==> config.mk <==
export PLATFORM = sky130hd
export DESIGN_NAME = sample_iter_ctrl_flat
export DESIGN_NICKNAME = d
export VERILOG_FILES = /design/src/rtl/sample_iter_if.sv /design/src/rtl/sample_iter_ctrl.sv /design/src/flat_wrapper.sv
export SDC_FILE = /design/constraint.sdc
export NUM_CORES = 1
export LEC_CHECK = 0
export ABC_CLOCK_PERIOD_IN_PS = 11500
export BUFFER_PORTS_ARGS = -buffer_cell sky130_fd_sc_hd__clkbuf_2
export CAP_MARGIN = 5
export CORE_AREA = 2 2 283 285
export DETAILED_ROUTE_END_ITERATION = 10
export DIE_AREA = 0 0 285 287
export PLACE_DENSITY = 0.54
export SYNTH_ARGS = -nofsm -noshare
export SYNTH_HDL_FRONTEND = slang
export SYNTH_SLANG_ARGS = --single-unit
==> constraint.sdc <==
create_clock -name clk -period 11.5 [get_ports clk]
set_input_delay 0 -clock clk [delete_from_list [all_inputs] [get_ports clk]]
set_output_delay 0 -clock clk [all_outputs]
set_load 0.01 [all_outputs]
==> src/rtl/sample_iter_if.sv <==
// Triangle-in / sample-out bundle between the bbox stage, sample_iter_ctrl and the sample tester.
// Performance counter signals exist only when SAMPLE_ITER_PERF_EN is defined.
interface sample_iter_if #(
    parameter int SIGFIG = 24,
    parameter int VERTS  = 3,
    parameter int AXIS   = 3,
    parameter int COLORS = 3
);
    logic signed [VERTS-1:0][AXIS-1:0][SIGFIG-1:0] tri_in;
    logic        [COLORS-1:0][SIGFIG-1:0]          color_in;
    logic signed [1:0][1:0][SIGFIG-1:0]            box_in;
    logic        [3:0]                             subSample_in;
    logic                                          validTri_in;
    logic                                          ready_out;
    logic signed [VERTS-1:0][AXIS-1:0][SIGFIG-1:0] tri_out;
    logic        [COLORS-1:0][SIGFIG-1:0]          color_out;
    logic signed [1:0][SIGFIG-1:0]                 sample_out;
    logic                                          validSamp_out;
    logic                                          stall_in;
`ifdef SAMPLE_ITER_PERF_EN
    logic        [31:0]                            sampCnt_out;
    logic        [15:0]                            triCnt_out;
`endif

    modport master (
        output tri_in, color_in, box_in, subSample_in, validTri_in, stall_in,
        input  ready_out, tri_out, color_out, sample_out, validSamp_out
`ifdef SAMPLE_ITER_PERF_EN
        , input sampCnt_out, triCnt_out
`endif
    );

    modport slave (
        input  tri_in, color_in, box_in, subSample_in, validTri_in, stall_in,
        output ready_out, tri_out, color_out, sample_out, validSamp_out
`ifdef SAMPLE_ITER_PERF_EN
        , output sampCnt_out, triCnt_out
`endif
    );
endinterface

==> src/rtl/sample_iter_ctrl.sv <==
// Walks every MSAA sample inside a triangle's bounding box in raster order, one per cycle.
// Define SAMPLE_ITER_PERF_EN to add saturating sample/triangle counters.
module sample_iter_ctrl #(
    parameter int SIGFIG = 24,
    parameter int RADIX  = 10,
    parameter int VERTS  = 3,
    parameter int AXIS   = 3,
    parameter int COLORS = 3
) (
    input  logic          clk,
    input  logic          rst,
    sample_iter_if.slave  bus
);
    localparam int EW = SIGFIG + 1;

    typedef enum logic {IDLE, TEST} state_t;

    state_t state, state_next;

    logic signed [SIGFIG-1:0]                      ll_x_p1, ll_y_p1, ur_x_p1, ur_y_p1;
    logic signed [SIGFIG-1:0]                      x_p1, y_p1;
    logic        [SIGFIG-1:0]                      step_p1;
    logic signed [VERTS-1:0][AXIS-1:0][SIGFIG-1:0] tri_p1;
    logic        [COLORS-1:0][SIGFIG-1:0]          color_p1;

    logic signed [EW-1:0] nx, ny, ur_x_ext, ur_y_ext, step_ext;
    logic                 accept, degenerate, x_wrap, last, advance;

    // Non-one-hot modes fall back to one sample per pixel.
    function automatic logic [SIGFIG-1:0] decode_step(input logic [3:0] mode);
        int k;
        case (mode)
            4'b0100: k = 1;
            4'b0010: k = 2;
            4'b0001: k = 3;
            default: k = 0;
        endcase
        return {{(SIGFIG-1){1'b0}}, 1'b1} << (RADIX - k);
    endfunction

    assign accept     = bus.validTri_in && (state == IDLE);
    assign degenerate = ($signed(bus.box_in[1][0]) < $signed(bus.box_in[0][0])) ||
                        ($signed(bus.box_in[1][1]) < $signed(bus.box_in[0][1]));
    assign advance    = (state == TEST) && !bus.stall_in;

    // One extra bit keeps x+step from wrapping past the positive limit.
    assign step_ext = $signed({1'b0, step_p1});
    assign ur_x_ext = $signed({ur_x_p1[SIGFIG-1], ur_x_p1});
    assign ur_y_ext = $signed({ur_y_p1[SIGFIG-1], ur_y_p1});
    assign nx       = $signed({x_p1[SIGFIG-1], x_p1}) + step_ext;
    assign ny       = $signed({y_p1[SIGFIG-1], y_p1}) + step_ext;
    assign x_wrap   = nx > ur_x_ext;
    assign last     = x_wrap && (ny > ur_y_ext);

    always_ff @(posedge clk or posedge rst) begin
        if (rst) state <= IDLE;
        else     state <= state_next;
    end

    always_comb begin
        state_next = state;
        case (state)
            IDLE:    if (accept && !degenerate) state_next = TEST;
            TEST:    if (advance && last)       state_next = IDLE;
            default: state_next = IDLE;
        endcase
    end

    // Stage p1: latched triangle and the sample walker
    always_ff @(posedge clk or posedge rst) begin
        if (rst) begin
            ll_x_p1  <= '0;
            ll_y_p1  <= '0;
            ur_x_p1  <= '0;
            ur_y_p1  <= '0;
            x_p1     <= '0;
            y_p1     <= '0;
            step_p1  <= '0;
            tri_p1   <= '0;
            color_p1 <= '0;
        end else if (accept) begin
            ll_x_p1  <= bus.box_in[0][0];
            ll_y_p1  <= bus.box_in[0][1];
            ur_x_p1  <= bus.box_in[1][0];
            ur_y_p1  <= bus.box_in[1][1];
            x_p1     <= bus.box_in[0][0];
            y_p1     <= bus.box_in[0][1];
            step_p1  <= decode_step(bus.subSample_in);
            tri_p1   <= bus.tri_in;
            color_p1 <= bus.color_in;
        end else if (advance && !last) begin
            if (x_wrap) begin
                x_p1 <= ll_x_p1;
                y_p1 <= ny[SIGFIG-1:0];
            end else begin
                x_p1 <= nx[SIGFIG-1:0];
            end
        end
    end

    assign bus.ready_out     = (state == IDLE);
    assign bus.validSamp_out = (state == TEST);
    assign bus.tri_out       = tri_p1;
    assign bus.color_out     = color_p1;
    assign bus.sample_out    = {y_p1, x_p1};

`ifdef SAMPLE_ITER_PERF_EN
    logic [31:0] samp_cnt_p1;
    logic [15:0] tri_cnt_p1;

    function automatic logic [31:0] sat_inc32(input logic [31:0] v);
        return (&v) ? v : v + 32'd1;
    endfunction

    function automatic logic [15:0] sat_inc16(input logic [15:0] v);
        return (&v) ? v : v + 16'd1;
    endfunction

    always_ff @(posedge clk or posedge rst) begin
        if (rst) begin
            samp_cnt_p1 <= '0;
            tri_cnt_p1  <= '0;
        end else begin
            if (advance)                samp_cnt_p1 <= sat_inc32(samp_cnt_p1);
            if (accept && !degenerate)  tri_cnt_p1  <= sat_inc16(tri_cnt_p1);
        end
    end

    assign bus.sampCnt_out = samp_cnt_p1;
    assign bus.triCnt_out  = tri_cnt_p1;
`endif
endmodule

==> src/flat_wrapper.sv <==
// flat-port wrapper written by rule: the top's interface ports become plain ports
module sample_iter_ctrl_flat 
#(
    parameter int SIGFIG = 24,
    parameter int RADIX  = 10,
    parameter int VERTS  = 3,
    parameter int AXIS   = 3,
    parameter int COLORS = 3
)
  (clk, rst, bus_tri_in, bus_color_in, bus_box_in, bus_subSample_in, bus_validTri_in, bus_stall_in, bus_ready_out, bus_tri_out, bus_color_out, bus_sample_out, bus_validSamp_out);
  sample_iter_if #(.SIGFIG(SIGFIG), .VERTS(VERTS), .AXIS(AXIS), .COLORS(COLORS)) bus_i ();
  input  logic clk;
  input  logic rst;
  input wire logic [$bits(bus_i.tri_in)-1:0] bus_tri_in;
  input wire logic [$bits(bus_i.color_in)-1:0] bus_color_in;
  input wire logic [$bits(bus_i.box_in)-1:0] bus_box_in;
  input wire logic [$bits(bus_i.subSample_in)-1:0] bus_subSample_in;
  input wire logic [$bits(bus_i.validTri_in)-1:0] bus_validTri_in;
  input wire logic [$bits(bus_i.stall_in)-1:0] bus_stall_in;
  output wire logic [$bits(bus_i.ready_out)-1:0] bus_ready_out;
  output wire logic [$bits(bus_i.tri_out)-1:0] bus_tri_out;
  output wire logic [$bits(bus_i.color_out)-1:0] bus_color_out;
  output wire logic [$bits(bus_i.sample_out)-1:0] bus_sample_out;
  output wire logic [$bits(bus_i.validSamp_out)-1:0] bus_validSamp_out;
  assign bus_i.tri_in = bus_tri_in;
  assign bus_i.color_in = bus_color_in;
  assign bus_i.box_in = bus_box_in;
  assign bus_i.subSample_in = bus_subSample_in;
  assign bus_i.validTri_in = bus_validTri_in;
  assign bus_i.stall_in = bus_stall_in;
  assign bus_ready_out = bus_i.ready_out;
  assign bus_tri_out = bus_i.tri_out;
  assign bus_color_out = bus_i.color_out;
  assign bus_sample_out = bus_i.sample_out;
  assign bus_validSamp_out = bus_i.validSamp_out;
  sample_iter_ctrl #(.SIGFIG(SIGFIG), .RADIX(RADIX), .VERTS(VERTS), .AXIS(AXIS), .COLORS(COLORS)) u_core (.clk(clk), .rst(rst), .bus(bus_i));
endmodule
==> impl_table.tex <==
\begin{tabular}{lr}
\hline
Metric & Value \\
\hline
\multicolumn{2}{l}{\textbf{STA}} \\
Period minus WS final & 6.32 ns \\
Total count of hold-check failures in the final report & 0 \\
Setup-violating endpoint count in the final report & 0 \\
Share of the clock period used by the worst path after layout & 54.9\% \\
Setup TNS & 0 ns \\
Transition time at the pin with the least slew margin & 1.07 ns \\
Minimum hold slack & 0.120 ns \\
RSZ-0062 raised after global routing & no \\
Crit path setup slack, layout & 5.18 ns \\
Final Max Tran Viols & 0 \\
Worst clock skew & 0.0169 ns \\
Peak clock frequency supported by timing & 158 MHz \\
Relative slew margins & 28.6\% \\
\multicolumn{2}{l}{\textbf{Clocking}} \\
Clk Latency, worst-skew pair & 0.59 ns \\
Setup repair bufs after CTS & 0 \\
TritonCTS Buffers & 50 \\
Level count of the clock H-tree & 2 \\
CTS tree & built \\
CTS Root Buffer Type & sky130\_fd\_sc\_hd\_\_clkbuf\_16 \\
Quantity of hold-fixing buffers added after cts & 393 \\
Number of clock sinks seen by CTS & 422 \\
Number of resized instances in the post-cts repair step & 0 \\
Number of buffers between clock root and the deepest sink & 3 \\
Clk pin slew, worst setup/hold paths & 0.06 ns \\
\multicolumn{2}{l}{\textbf{Synthesis}} \\
Leading cell types by count after synthesis & sky130\_fd\_sc\_hd\_\_nand2\_1, sky130\_fd\_sc\_hd\_\_dfrtp\_1, sky130\_fd\_sc\_hd\_\_ha\_1 \\
Share of Yosys cell area claimed by the top area cell type & 51.9\% \\
Top area cells in the synthesized netlist & sky130\_fd\_sc\_hd\_\_dfrtp\_1, sky130\_fd\_sc\_hd\_\_nand2\_1, sky130\_fd\_sc\_hd\_\_ha\_1, sky130\_fd\_sc\_hd\_\_o21ai\_0, sky130\_fd\_sc\_hd\_\_inv\_1 \\
Synth Cell Area & 0.0204 sq mm \\
Yosys warning total & 0 \\
Net count after synthesis & 2864 \\
Cell taking the most area after synthesis & sky130\_fd\_sc\_hd\_\_dfrtp\_1 \\
Most repeated cell in the gate-level netlist after synthesis & sky130\_fd\_sc\_hd\_\_nand2\_1 \\
Share of flip-flops with an asynchronous set or reset & 100\% \\
Leading register cell type out of synthesis & sky130\_fd\_sc\_hd\_\_dfrtp\_1 \\
Synthesized instance count & 2342 \\
Count of distinct cell types in the synthesized netlist & 63 \\
Post-synthesis average cell area & 8.69 sq um \\
Total of flip-flops plus latches after synthesis & 422 \\
Portion of the post-synthesis area used by sequential elements & 51.9\% \\
Post-synth EDFFs & 0 \\
\multicolumn{2}{l}{\textbf{Final layout}} \\
Share of post-route cells with drive strength above 1 & 24.5\% \\
Fill cell count & 7891 \\
Final cell utilization of the core & 39.5\% \\
Net count, final & 3952 \\
Signed area change from the synthesized netlist to the final layout & 52.7\% \\
\multicolumn{2}{l}{\textbf{Worst setup path}} \\
Crit path capture type & flip-flop \\
Highest fanout seen on the critical path & 23 \\
Required time of the critical path & 12.01 ns \\
Category of the worst setup path launch point & flip-flop \\
WS Path Type & flip-flop to flip-flop \\
Worst path arrival time & 6.82 ns \\
\multicolumn{2}{l}{\textbf{Drt}} \\
Number of nets with antenna violations after detailed routing & 0 \\
Detailed Routing Iterations Pass 1 & 7 \\
Final routed DRC violation total & 0 \\
Via count & 19805 \\
Final routed wirelength across all metal layers & 76.8 mm \\
Average wire length per cell after detail routing & 17.0 um \\
Vias/cell & 4.37 \\
Initial DRC count & 1093 \\
\multicolumn{2}{l}{\textbf{Floorplanning}} \\
Area enclosed by the die boundary & 0.0818 sq mm \\
Die width & 285 um \\
Initial Util & 25.9\% \\
Row cnt & 103 \\
Top-level I/O count & 730 \\
Height of the chip & 287 um \\
Floorplan Core Area & 0.0786 sq mm \\
\multicolumn{2}{l}{\textbf{Power and ir drop}} \\
Total design power & 7850 uW \\
Power density of the placed cells & 253 mW/mm\^{}2 \\
Peak supply drop & 0.152 mV \\
Leak & 0.0167 uW \\
\multicolumn{2}{l}{\textbf{Run}} \\
\# Max-Cap Violations & 0 \\
\multicolumn{2}{l}{\textbf{GRT}} \\
Global router's overall resource usage & 18.2\% \\
Remaining Overflow, GRT & 0 \\
Antenna violations before repair & 15 \\
Wire length of the first global-routing pass & 117 mm \\
Vias in the first global route & 20448 \\
Largest net degree at the start of global routing & 187 \\
\multicolumn{2}{l}{\textbf{Placed design}} \\
Port-buffer cells & 729 \\
Pre-CTS WS & 5.20 ns \\
Routability congestion estimate from global placement & 0.838 \\
HPWL after detailed placement & 56.5 mm \\
\multicolumn{2}{l}{\textbf{Worst hold path}} \\
Class of the tightest hold or removal check & primary input to flip-flop \\
\multicolumn{2}{l}{\textbf{Outcome}} \\
Status & finished clean \\
\hline
\end{tabular}
[logic make-up (layout without fill, tap and decap cells)]
group | Yosys count | after routing | share of synthesized area, %
buffers and inverters | 212 | 1341 | 3.92
other | 0 | 7 | 0
muxes | 14 | 14 | 0.701
and+or+nand+nor | 1239 | 1239 | 24.7
xor gates and xnor gates | 46 | 46 | 1.98
DFF | 422 | 422 | 51.9
AOI/OAI and AO/OA | 279 | 279 | 8.81
adders and majority gates | 130 | 130 | 8.06
[area by class of cell]
type	instances	area, sq um	share of cell area, %
inverter	112	424	1.36
clock inverter	25	542	1.74
antenna	7	17.5	0.0563
clock buffer	68	1460	4.70
sequential	422	10600	34.0
multi-input combinational	1708	9030	29.0
tap	1050	1310	4.23
timing repair buffer	1136	7740	24.9
[metrics by stage]
step	cell area, sq um	cells
4_1_cts	31100	4521
2_1_floorplan	20400	2342
6_report	31100	4528
3_3_place_gp	25100	4035
5_1_grt	31100	4527
3_5_place_dp	25100	4035
[cell usage in the layout (no fill, tap or decap), types with 45 or more instances in the layout]
master,instances
sky130_fd_sc_hd__nor2_1,45
sky130_fd_sc_hd__ha_1,128
sky130_fd_sc_hd__clkbuf_2,729
sky130_fd_sc_hd__dfrtp_1,422
sky130_fd_sc_hd__o21ai_0,90
sky130_fd_sc_hd__inv_1,111
sky130_fd_sc_hd__a21oi_1,50
sky130_fd_sc_hd__dlygate4sd3_1,393
sky130_fd_sc_hd__nand2_1,1048
sky130_fd_sc_hd__clkbuf_16,53
[state kept, by name (all words and copies together), names as in the netlist, 13 cells and up]
name	flops
u_core.y_p1	24
u_core.ur_y_p1	24
u_core.ur_x_p1	24
u_core.bus.tri_out	216
u_core.step_p1	13
u_core.ll_x_p1	24
u_core.bus.color_out	72
u_core.x_p1	24
[layer usage]
| metal | GRT usage [%] | part of all wire [%] |
|---|---|---|
| met5 | 0 | 0.13 |
| met3 | 4.00 | 5.6 |
| met2 | 30.6 | 48 |
| met1 | 23.0 | 43 |
| met4 | 6.27 | 3.4 |
[worst max-delay path, cell delays in order (launching register included)]
cell                       delay [ns]
sky130_fd_sc_hd__dfrtp_1         0.43
sky130_fd_sc_hd__ha_1            0.23
sky130_fd_sc_hd__fa_1            0.42
sky130_fd_sc_hd__a211oi_1        0.31
sky130_fd_sc_hd__o21ai_0         0.24
sky130_fd_sc_hd__a211o_1         0.33
sky130_fd_sc_hd__a22o_1          0.25
sky130_fd_sc_hd__o41ai_4         0.46
sky130_fd_sc_hd__nor3_1          0.13
sky130_fd_sc_hd__xnor2_1         0.21
sky130_fd_sc_hd__inv_1           0.08
sky130_fd_sc_hd__ha_1            0.29
sky130_fd_sc_hd__nand4_1         0.11
sky130_fd_sc_hd__and4bb_2        0.26
sky130_fd_sc_hd__and3_1          0.18
sky130_fd_sc_hd__o32ai_1         0.38
sky130_fd_sc_hd__or2_1           0.61
sky130_fd_sc_hd__nand2_2         0.48
sky130_fd_sc_hd__or4_1           0.62
sky130_fd_sc_hd__a31oi_1         0.18
[worst paths after layout]
kind | startpoint | end | slack, ns | depth (start not counted)
setup / recovery | u_core.step_p1[4] | u_core.y_p1[21] | 5.18 | 19
hold / removal | bus_validTri_in | u_core.bus.tri_out[7] | 0.12 | 4
setup reg to reg | u_core.step_p1[4] | u_core.y_p1[21] | 5.18 | 19
hold reg to reg | u_core.bus.color_out[34] | u_core.bus.color_out[34] | 0.47 | 2
max in group asynchronous | rst | u_core.ur_y_p1[10] | 8.84 | 6
min in group asynchronous | rst | u_core.bus.tri_out[191] | 0.21 | 4
[where the power goes]
group / switching, uW / internal (uW)
logic: 2050 / 1260
clock network: 672 / 1250
registers: 440 / 2180
(Power assumes the default switching activity.)
